==> config.mk <==
export PLATFORM = sky130hd
export DESIGN_NAME = uart_cmd_responder
export DESIGN_NICKNAME = d
export VERILOG_FILES = /design/src/rtl/uart_cmd_pkg.sv /design/src/rtl/uart_tx_sequencer.sv /design/src/rtl/uart_cmd_responder.sv
export SDC_FILE = /design/constraint.sdc
export NUM_CORES = 1
export LEC_CHECK = 0
export CELL_PAD_IN_SITES_DETAIL_PLACEMENT = 0
export CELL_PAD_IN_SITES_GLOBAL_PLACEMENT = 1
export CORE_ASPECT_RATIO = 1.5
export CORE_MARGIN = 3
export CORE_UTILIZATION = 48
export DETAILED_ROUTE_END_ITERATION = 8
export GPL_ROUTABILITY_DRIVEN = 0
export PLACE_DENSITY_LB_ADDON = 0.1
export SETUP_SLACK_MARGIN = 0.15
export SLEW_MARGIN = 20
export SYNTH_ARGS = -nofsm -noshare
export SYNTH_HDL_FRONTEND = slang
export SYNTH_HIERARCHICAL = 1
export SYNTH_SLANG_ARGS = --single-unit
export TNS_END_PERCENT = 1
==> constraint.sdc <==
create_clock -name clk100 -period 5.8 [get_ports clk100]
set_clock_uncertainty 0.2 [all_clocks]
set_input_delay 1.16 -clock clk100 [delete_from_list [all_inputs] [get_ports clk100]]
set_output_delay 1.16 -clock clk100 [all_outputs]
set_load 0.1 [all_outputs]
==> src/rtl/uart_cmd_pkg.sv <==
// rtl/uart_cmd_pkg.sv - shared constants and state encoding for the UART command responder
package uart_cmd_pkg;

  localparam int NUM_REGS = 4;

  localparam logic [7:0] SYNC_BYTE = 8'hA5;
  localparam logic [7:0] CMD_WR    = 8'h57;
  localparam logic [7:0] CMD_RD    = 8'h52;
  localparam logic [7:0] RSP_OK    = 8'h4B;
  localparam logic [7:0] RSP_ERR   = 8'h45;

  typedef enum logic [2:0] {
    IDLE,
    CMD,
    ADDR,
    DATA,
    CSUM,
    EXEC,
    RESP
  } state_e;

endpackage

==> src/rtl/uart_tx_sequencer.sv <==
// rtl/uart_tx_sequencer.sv - shifts out up to 5 response bytes over the send/tx_busy handshake
module uart_tx_sequencer (
  input  logic        clk100,
  input  logic        reset_n,
  input  logic        load_i,
  input  logic [39:0] data_i,
  input  logic [2:0]  count_i,
  input  logic        tx_busy_i,
  output logic [7:0]  sbyte_o,
  output logic        send_o,
  output logic        idle_o
);

  logic [39:0] buf_q, buf_d;
  logic [2:0]  cnt_q, cnt_d;
  logic [7:0]  sbyte_q, sbyte_d;
  logic        send_q, send_d;
  logic        fire;

  // The transmitter raises tx_busy one cycle after send, so the send_q guard
  // keeps us from issuing a second byte in that blind cycle.
  always_comb begin
    buf_d   = buf_q;
    cnt_d   = cnt_q;
    sbyte_d = sbyte_q;
    fire    = (cnt_q != 3'd0) && !tx_busy_i && !send_q;
    send_d  = fire;
    if (load_i) begin
      buf_d = data_i;
      cnt_d = count_i;
    end else if (fire) begin
      sbyte_d = buf_q[39:32];
      buf_d   = {buf_q[31:0], 8'h00};
      cnt_d   = cnt_q - 3'd1;
    end
  end

  always_ff @(posedge clk100 or negedge reset_n) begin
    if (!reset_n) begin
      buf_q   <= '0;
      cnt_q   <= '0;
      sbyte_q <= '0;
      send_q  <= 1'b0;
    end else begin
      buf_q   <= buf_d;
      cnt_q   <= cnt_d;
      sbyte_q <= sbyte_d;
      send_q  <= send_d;
    end
  end

  assign sbyte_o = sbyte_q;
  assign send_o  = send_q;
  assign idle_o  = (cnt_q == 3'd0);

endmodule

==> src/rtl/uart_cmd_responder.sv <==
// rtl/uart_cmd_responder.sv - decodes UART command frames into a 4x32 register file and answers them
module uart_cmd_responder
  import uart_cmd_pkg::*;
#(
  parameter int          TIMEOUT   = 2000000,
  parameter logic [31:0] REG0_INIT = 32'h0000_0000
) (
  input  logic         clk100,
  input  logic         reset_n,
  input  logic [7:0]   rx_byte,
  input  logic         rbyte_ready,
  input  logic         tx_busy,
  output logic [7:0]   sbyte,
  output logic         send,
  output logic [127:0] regs,
  output logic [3:0]   reg_wr,
  output logic         frame_err
);

  localparam int             TW       = $clog2(TIMEOUT + 1);
  localparam logic [TW-1:0]  TMO_LAST = TW'(TIMEOUT - 1);

  state_e                     state_q, state_d;
  logic [TW-1:0]              tmo_q, tmo_d;
  logic                       is_wr_q, is_wr_d;
  logic [7:0]                 addr_q, addr_d;
  logic [7:0]                 csum_q, csum_d;
  logic [31:0]                buf_q, buf_d;
  logic [1:0]                 dcnt_q, dcnt_d;
  logic                       err_q, err_d;
  logic [NUM_REGS-1:0][31:0]  regs_q;

  logic                       in_frame;
  logic                       ld;
  logic [39:0]                ld_data;
  logic [2:0]                 ld_cnt;
  logic                       seq_idle;

  always_comb begin
    state_d   = state_q;
    is_wr_d   = is_wr_q;
    addr_d    = addr_q;
    csum_d    = csum_q;
    buf_d     = buf_q;
    dcnt_d    = dcnt_q;
    err_d     = err_q;
    ld        = 1'b0;
    ld_data   = '0;
    ld_cnt    = 3'd0;
    reg_wr    = 4'b0000;
    frame_err = 1'b0;
    in_frame  = (state_q == CMD) || (state_q == ADDR) ||
                (state_q == DATA) || (state_q == CSUM);

    case (state_q)
      IDLE: if (rbyte_ready && rx_byte == SYNC_BYTE) state_d = CMD;
      CMD: if (rbyte_ready) begin
        if (rx_byte == CMD_WR || rx_byte == CMD_RD) begin
          is_wr_d = (rx_byte == CMD_WR);
          csum_d  = rx_byte;
          state_d = ADDR;
        end else begin
          state_d = IDLE;
        end
      end
      ADDR: if (rbyte_ready) begin
        addr_d  = rx_byte;
        csum_d  = csum_q ^ rx_byte;
        dcnt_d  = 2'd0;
        state_d = is_wr_q ? DATA : CSUM;
      end
      DATA: if (rbyte_ready) begin
        buf_d  = {buf_q[23:0], rx_byte};
        csum_d = csum_q ^ rx_byte;
        dcnt_d = dcnt_q + 2'd1;
        if (dcnt_q == 2'd3) state_d = CSUM;
      end
      CSUM: if (rbyte_ready) begin
        err_d   = (csum_q != rx_byte) || (addr_q >= 8'(NUM_REGS));
        state_d = EXEC;
      end
      EXEC: begin
        ld      = 1'b1;
        state_d = RESP;
        if (err_q) begin
          frame_err = 1'b1;
          ld_data   = {RSP_ERR, 32'h0};
          ld_cnt    = 3'd1;
        end else if (is_wr_q) begin
          reg_wr    = 4'b0001 << addr_q[1:0];
          ld_data   = {RSP_OK, 32'h0};
          ld_cnt    = 3'd1;
        end else begin
          ld_data   = {RSP_OK, regs_q[addr_q[1:0]]};
          ld_cnt    = 3'd5;
        end
      end
      RESP: if (seq_idle) state_d = IDLE;
      default: state_d = IDLE;
    endcase

    // A byte arriving in the expiry cycle keeps the frame alive.
    if (in_frame && !rbyte_ready && tmo_q == TMO_LAST) state_d = IDLE;

    if (rbyte_ready || !in_frame) tmo_d = '0;
    else if (tmo_q != TMO_LAST)   tmo_d = tmo_q + 1'b1;
    else                          tmo_d = tmo_q;
  end

  always_ff @(posedge clk100 or negedge reset_n) begin
    if (!reset_n) begin
      state_q <= IDLE;
      tmo_q   <= '0;
      is_wr_q <= 1'b0;
      addr_q  <= '0;
      csum_q  <= '0;
      buf_q   <= '0;
      dcnt_q  <= '0;
      err_q   <= 1'b0;
      regs_q  <= {96'h0, REG0_INIT};
    end else begin
      state_q <= state_d;
      tmo_q   <= tmo_d;
      is_wr_q <= is_wr_d;
      addr_q  <= addr_d;
      csum_q  <= csum_d;
      buf_q   <= buf_d;
      dcnt_q  <= dcnt_d;
      err_q   <= err_d;
      for (int i = 0; i < NUM_REGS; i++) begin
        if (reg_wr[i]) regs_q[i] <= buf_q;
      end
    end
  end

  assign regs = regs_q;

  uart_tx_sequencer u_tx_seq (
    .clk100    (clk100),
    .reset_n   (reset_n),
    .load_i    (ld),
    .data_i    (ld_data),
    .count_i   (ld_cnt),
    .tx_busy_i (tx_busy),
    .sbyte_o   (sbyte),
    .send_o    (send),
    .idle_o    (seq_idle)
  );

endmodule

Yosys cells after proc, flatten, opt, wreduce, memory -nomap -nowiden. Cells that the tools add are included.

Flip-flop bits (word level): 256. Logic and storage cells: 118. Input bits: 12. Output and inout bits: 142.

Reductions and logical operators: 31. Muxes and demuxes: 38. Order comparisons: 2. Bitwise logic cells: 2. Equality and inequality tests: 25. Shift-type cells: 1. Add/subtract/negate cells: 3.

Operators with widths (count): 2-to-1 mux 40 bit (2); binary-select mux 32 bit (select 2 bit) (1); 2-to-1 mux 32 bit (2); 2-to-1 mux 21 bit (2); 2-to-1 mux 3 bit (14); 2-to-1 mux 39 bit (1); 2-to-1 mux 36 bit (1); 2-to-1 mux 8 bit (3); adder 21 x 1 -> 21 bit, second input constant (1); == test 21 bit, second input constant (1); != test 21 bit, second input constant (1); one-hot mux 3 bit (7 select lines) (1); == test 8 x 7 -> 1 bit, second input constant (2); one-hot mux 8 bit (2 select lines) (1); 2-to-1 mux 4 bit (3); != test 3 x 2 -> 1 bit, second input constant (4); == test 3 bit, second input constant (3); == test 8 bit, second input constant (1); greater-or-equal comparator 8 x 3 -> 1 bit, second input constant (1); != test 8 bit (1); AND reduction 2 bit (4); nonzero test 2 bit (4); bitwise XOR 8 bit (1); AND reduction 7 bit (1); other kinds (23) (46).

Longest topological paths before layout. Gate-level depths: netlist of the first run.

Depth after elaboration: 8. Gate-level depth with buffers: 9. Depth with buffers taken out: 7.

Hierarchy. Netlist of the first run, hierarchy kept.

Modules (own cells, without submodules): uart_cmd_responder (cells an instance 739, instances 1, seq. area each 5104.9 um^2, area an instance 9352.7 um^2); uart_tx_sequencer (cells an instance 247, instances 1, seq. area each 1301.2 um^2, area an instance 2526.2 um^2).

Least setup slack after synthesis of the first run. No wires, ideal clock.

Path type: flip-flop to output port. Start point: register state_q[1]. End point: output port reg_wr[0]. Setup slack: 1.429 ns. Arrival time: 3.011 ns. Required time: 4.440 ns. Path buffers: 1. Cell stages (with the launch flop): 5. Cell sequence: dfrtp_1 > nor4bb_1 > buf_2 > nand2_1 > nor3_1.

Longest elaborated chain between the ends: 2.

Ends and longest elaborated chain: start: declaration (RTL line uart_cmd_responder.sv:23) `state_e state_q, state_d;`; start signal: assignment (RTL line uart_cmd_responder.sv:122) `state_q <= state_d;`; == test 3 bit (RTL line uart_cmd_responder.sv:55) `case (state_q)`; 2-to-1 mux 4 bit (RTL line uart_cmd_responder.sv:55); end: declaration (RTL line uart_cmd_responder.sv:16) `output logic [3:0] reg_wr,`.

Every way passes these cells.

Worst setup path in the final report of the first run. Same ends and word-level chain as after synthesis.

==> summary.md, run 1 <==
| Metric | Value |
|---|---|
| PwrDens | 395 nW/µm² |
| Starting Density | 49.5% |
| Main combinational cell family by area after synthesis | multiplexers |
| Post-synth ARST share | between 90% and 100% |
| Resized Gates After CTS | 0 |
| Design area | between 10000 and 15000 µm² |
| Clock Root Buffer | clkbuf_16 |
| Max Cap Viol | 0 |
| Fin crit share | 82.4% |
| Drc violations | 0 |
| Leak | around 6.7 nW |
| Unrepaired setup endpoints after global routing | no |
| Synth Area in Adders | 0.421% |
| Top layer in use | met4 |
| Wire length on met3 | 1530 µm |
| Die X | between 100 and 150 µm |
| Startpoint types | register |
| Die H | 199 µm |
| Initial DRC Count | ~360 |
| Synth-to-Final Area Change | 22.0% |
| Post-route setup slack | between 1000 and 1500 ps |
| Final WL | approximately 31000 µm |
| Status | finished clean |
| Worst min-delay path class | reg2reg |
| Crit-path max FO | 37 |
| Pre-CTS setup slack | ~1600 ps |
| Number of synthesized flops with an enable pin | 0 |
| ANT nets after route | 0 |
| Commonest non-fill, non-tap cell in the layout | dfrtp_1 |
| Initial antenna violation count | 1 |
| Final Power | about 5.7 mW |
| Synth warnings | 6 |
| TritonCTS Buffers | 25 |
| Wire length on met1 | between 10000 and 15000 µm |
| Clock transition at path regs | around 70 ps |
| Sink Count | between 200 and 300 |
| Io pins | 154 |
| Commonest cells after routing, fill and taps aside | dfrtp_1 (254), nand2_1 (171), clkdlybuf4s50_1 (149) |
| Simple-Gate Fraction of Synth Area | a little over an eighth |
| Slew at the pin closest to its max-slew limit | 1060 ps |
| Placement Cell Area | 13600 µm² |
| Mux cell area share after synthesis | 19.8% |
| Longest Clk Path Bufs | 3 |
| Row count | slightly below 70 |
| Fin nets | 1137 |
| Worst skew pair latency | between 500 and 600 ps |
| Distinct cell type count after synthesis | 60 |
| Final Max Tran Viols | 0 |
| Tmin final | 4780 ps |
| Final hold slack | 285 ps |
| H-tree depth | 1 |
| Pin count of the biggest net entering global routing | between 100 and 150 |
| First-pass GRT wire length | a little under 50000 µm |
| Fin. Hold Viols | 0 |
| Max rail drop VDD | 0.270 mV |
| Register area share after synthesis | about 54% |
| DRT Pass-1 Iters | 5 |
| Synth Area in Compound Gates | approximately 7.0% |
| Fmax | ~0.21 GHz |
| Relative slew slack | slightly below 30% |
| Via Count | 8112 |
| Cell Area, Synth | roughly 12000 µm² |
| Vias per inst | around 5.6 |
| TritonCTS clock tree | yes |
| Synthesized area per cell | 12.0 µm² |
| Register-to-register path setup slack | 2920 ps |
| FF+latch count, synth | approximately 260 |
| Main synth FF type | dfrtp_1 |
| Finish-stage setup viols | 0 |
| Vias in the first global route | around 8400 |
| Die ar. | 26700 µm² |
| CP endpoint kind | primary output |
| Required @ worst endpoint | about 4400 ps |
| Data arrival, critical path | between 3000 and 4000 ps |
| TNS Setup | 0 ps |
| Post-DR wirelength/cell | 21.1 µm |
| Layout cells sized above 1 | 25.4% |
| Gr usage total | around a quarter |
| GRT overflow | 0 |
| Crit Path Class | reg2out |
| Synth Instances | between 900 and 1000 |
| Post-CTS setup repair buffer count | 0 |
| WL met2 | ~16000 µm |
| Core box area | 24000 µm² |
| Hold_buf cts | 0 |
| IO buf count | ~150 |
| HPWL Detailed | 20100 µm |
| XOR/XNOR Fraction of Synth Area | around 1.7% |
[logic make-up (layout without fill, tap and decap cells)]
| family | Yosys count | after routing |
|---|---|---|
| and+or+nand+nor | 327 | 327 |
| DFF | 256 | 256 |
| muxes | 177 | 177 |
| AOI/OAI and AO/OA | 125 | 125 |
| buffers and inverters | 73 | 224 |
| xor gates and xnor gates | 23 | 23 |
| adders and majority gates | 4 | 4 |
| other | 1 | 5 |
[through the flow]
stage / cells / utilization [%]
floorplan: 989 / -
global placement: 1413 / 56.7
detailed placement: 1413 / 56.7
CTS: 1459 / 60.4
global route: 1459 / 60.4
finish: 1460 / 60.4
[path summary, 6_finish.rpt]
path | cells after the start | startpoint | endpoint
min | 2 | dcnt_q[1] | dcnt_q[1]
max in group asynchronous | 2 | reset_n | regs[43]
max reg2reg | 6 | state_q[0] | u_tx_seq/sbyte_o[1]
min in group asynchronous | 1 | reset_n | u_tx_seq/sbyte_o[1]
min reg2reg | 2 | dcnt_q[1] | dcnt_q[1]
max | 5 | state_q[1] | reg_wr[0]
[critical path, stage by stage, from the launching register on]
cell,delay [ps]
dfrtp_1,580
nor4bb_4,340
buf_4,360
nand2_1,200
nor3_1,190
clkdlybuf4s50_1,1210
[Yosys cell counts (all sizes together), types with 6 or more instances]
cell / instances / share of area [%]
o21ai: 27 / 1.1
a21oi: 79 / 4.5
nand2: 174 / 5.6
or3: 6 / 0.32
nor2: 21 / 0.82
mux4: 32 / 6.1
buf: 29 / 1.6
xor2: 14 / 1.0
and3: 37 / 2.0
xnor2: 9 / 0.66
clkbuf: 30 / 1.1
dfrtp: 256 / 54
inv: 13 / 0.47
nor3: 7 / 0.34
mux2: 144 / 14
nand4: 8 / 0.42
nor2b: 37 / 1.9
nand3: 8 / 0.34
[sequential cells by signal, indices dropped and copies added, names as in the netlist]
| signal | count |
|---|---|
| u_tx_seq/cnt_q | 3 |
| dcnt_q | 2 |
| tmo_q | 21 |
| regs | 128 |
| u_tx_seq/send_o | 1 |
| csum_q | 8 |
| state_q | 3 |
| is_wr_q | 1 |
| u_tx_seq/buf_q | 40 |
| buf_q | 32 |
| addr_q | 8 |
| u_tx_seq/sbyte_o | 8 |
| err_q | 1 |
[final cells by class]
class | instances | area, µm²
Timing Repair Buffer | 165 | 1640
Tap cell | 319 | 399
Multi-Input combinational cell | 660 | 5110
Inverter | 13 | 56.3
Clock inverter | 5 | 78.8
Clock buffer | 41 | 796
Sequential cell | 256 | 6410
Fill cell | 2062 | 9510
Antenna cell | 1 | 2.50
[metal layers]
metal	track usage (%)	up-vias
li1	-	3740
met1	31.4	4167
met2	39.8	172
met3	4.50	33
met4	5.47	0
met5	0	-
[report_power, final]
| part | internal (mW) | switching, mW |
|---|---|---|
| Sequential | 2.09 | 0.328 |
| Combinational | 0.588 | 1.01 |
| Clock | 1.02 | 0.691 |
Power figures use the tool's default switching activity.
==> inputs of run 2 (changes only) <==
- CORE_UTILIZATION: 48 -> 45
- clock period: 5.8 -> 4.5 ns (I/O delays scaled with it)
==> run 2 against run 1 <==
- count of clock-buffer cells in the layout is 1 higher
- clock power is 24% higher
- die area is 6.4% higher
- sequential power is 31% higher
- critical endpoint unchanged
==> summary.md, run 2 (synthesized netlist as in run 1, its figures left out) <==
| Metric | Value |
|---|---|
| Status | finished clean |
| Clock Root Buffer | clkbuf_16 |
| CP endpoint kind | primary output |
| R2r startpoint | state_q[2] |
| TNS Setup | 0 ps (unchanged) |
| Fin nets | 1140 (+0.26%) |
| Die ar. | 28400 µm² (+6.4%) |
| Initial antenna violation count | 0 (-1) |
| Sink Count | 256 (unchanged) |
| Worst min-delay path class | in2async |
| IO buf count | 153 (unchanged) |
| Fin. Hold Viols | 0 (unchanged) |
| Synth-to-Final Area Change | 22.3% |
| Vias per inst | 5.48 (-1.4%) |
| Area occupied by multi-input gates | 5110 µm² (unchanged) |
| Final Power | 7.31 mW (+27%) |
| GRT overflow | 0 (unchanged) |
| Resized Gates After CTS | 0 (unchanged) |
| Final Max Tran Viols | 0 (unchanged) |
| DRT Pass-1 Iters | 4 (-1) |
| Data arrival, critical path | 2650 ps (-770 ps) |
| Layout cells sized above 1 | 25.7% (+0.26 points) |
| H-tree depth | 1 (unchanged) |
| Via Count | 8094 (-0.22%) |
| Hold_buf cts | 0 (unchanged) |
| Starting Density | 45.9% (-3.5 points) |
| Final WL | 30900 µm (+0.24%) |
| Commonest cells after routing, fill and taps aside | dfrtp_1 (254), nand2_1 (171), clkdlybuf4s50_1 (147) |
| Die X | 139 µm (+3.1%) |
| Post-CTS setup repair buffer count | 0 (unchanged) |
| TritonCTS clock tree | yes |
| Max Cap Viol | 0 (unchanged) |
| Initial DRC Count | 329 (-9.1%) |
| Worst skew pair latency | 520 ps (about the same) |
| Tmin final | 3750 ps |
| Fmax | 0.267 GHz |
| Sequential cell area | 6410 µm² (unchanged) |
| TritonCTS Buffers | 26 (+4.0%) |
| Finish-stage setup viols | 0 (unchanged) |
| Startpoint types | register |
| First-pass GRT wire length | 49500 µm (+0.53%) |
| Relative slew slack | 26.4% (-2.5 points) |
| Post-DR wirelength/cell | 20.9 µm (-0.92%) |
| Max reg flops | 128 (unchanged) |
| Row count | 72 (+4.3%) |
| Longest Clk Path Bufs | 3 (unchanged) |
| Io pins | 154 (unchanged) |
| Clock transition at path regs | 60 ps (about the same) |
| Worst-case reg-to-reg path depth | 6 (unchanged) |
| Slew at the pin closest to its max-slew limit | 1100 ps (+36.9 ps) |
| Register-to-register path setup slack | 1690 ps (-1230 ps) |
| Fill cell count | 2217 (+7.5%) |
| Reg2reg end | regs[33] |
| Drc violations | 0 (unchanged) |
| HPWL Detailed | 20100 µm (about the same) |
| Vias in the first global route | 8472 (+0.77%) |
| Max rail drop VDD | 0.436 mV (+62%) |
| Crit-path max FO | 14 (-62%) |
| PwrDens | 503 nW/µm² (+27%) |
| Commonest non-fill, non-tap cell in the layout | dfrtp_1 |
| Required @ worst endpoint | 3400 ps (-1040 ps) |
| Gr usage total | 21.8% (-1.6 points) |
| Pin count of the biggest net entering global routing | 108 (+5.9%) |
| ANT cells | 0 (-1) |
| Crit Path Class | reg2out |
| Core box area | 25900 µm² (+7.7%) |
| Unrepaired setup endpoints after global routing | no |
| Fin crit share | between 80% and 90% |
| Leak | 6.72 nW (+0.13%) |
| ANT nets after route | 0 (unchanged) |
| Crit path capture | reg_wr[0] |
| Critical Path Source | state_q[2] |
| Die H | 205 µm (+3.2%) |
-- run 2: layer usage --
| metal | wire [µm] | share of wire, % | vias to the layer above | global-route usage [%] |
|---|---|---|---|---|
| met3 | 1560 | 5.1 | 36 | 4.27 |
| met1 | 13200 | 43 | 4145 | 28.6 |
| met4 | 595 | 1.9 | 0 | 5.03 |
| li1 | - | - | 3737 | - |
| met5 | 0 | 0 | - | 0 |
| met2 | 15500 | 50 | 176 | 37.9 |
-- run 2: critical path, stage by stage (launching register included) --
cell	delay [ps]
dfrtp_1	590
nor4bb_4	590
nand2_1	320
nor3_1	270
buf_4	350
-- run 2: how the worst min path moves through the flow --
| stage | startpoint | endpoint | slack [ps] |
|---|---|---|---|
| 2_1_floorplan | dcnt_q[1] | dcnt_q[1] | 250 |
| 3_3_place_gp | dcnt_q[1] | dcnt_q[1] | 270 |
| 3_5_place_dp | dcnt_q[1] | dcnt_q[1] | 280 |
| 4_1_cts | reset_n | u_tx_seq/sbyte_o[1] | 140 |
| 5_1_grt | reset_n | u_tx_seq/sbyte_o[1] | 160 |
| 6_report | reset_n | u_tx_seq/sbyte_o[1] | 130 |
-- run 2: cell type report --
cell class | instances | area share [%]
inverter | 13 | 0.388
timing repair buffer | 167 | 11.6
clock inverter | 6 | 0.224
clock buffer | 42 | 5.59
tap | 333 | 2.87
sequential | 256 | 44.1
multi-input combinational | 660 | 35.2
-- run 2: per-stage QoR --
step	utilization, %	area [µm²]	std cells	setup slack [ps]	hold WS, ps
floorplan	-	11900	989	389	254
global placement	52.9	13700	1429	1220	267
detailed placement	52.9	13700	1429	1160	276
CTS	56.2	14500	1477	733	143
global route	56.2	14500	1477	627	156
finish	56.2	14500	1477	748	131
-- run 2: where the power goes --
part	switching [mW]	total, mW	internal (mW)
Sequential	0.490	3.18	2.69
Combinational	1.24	2.00	0.762
Clock	0.889	2.12	1.23
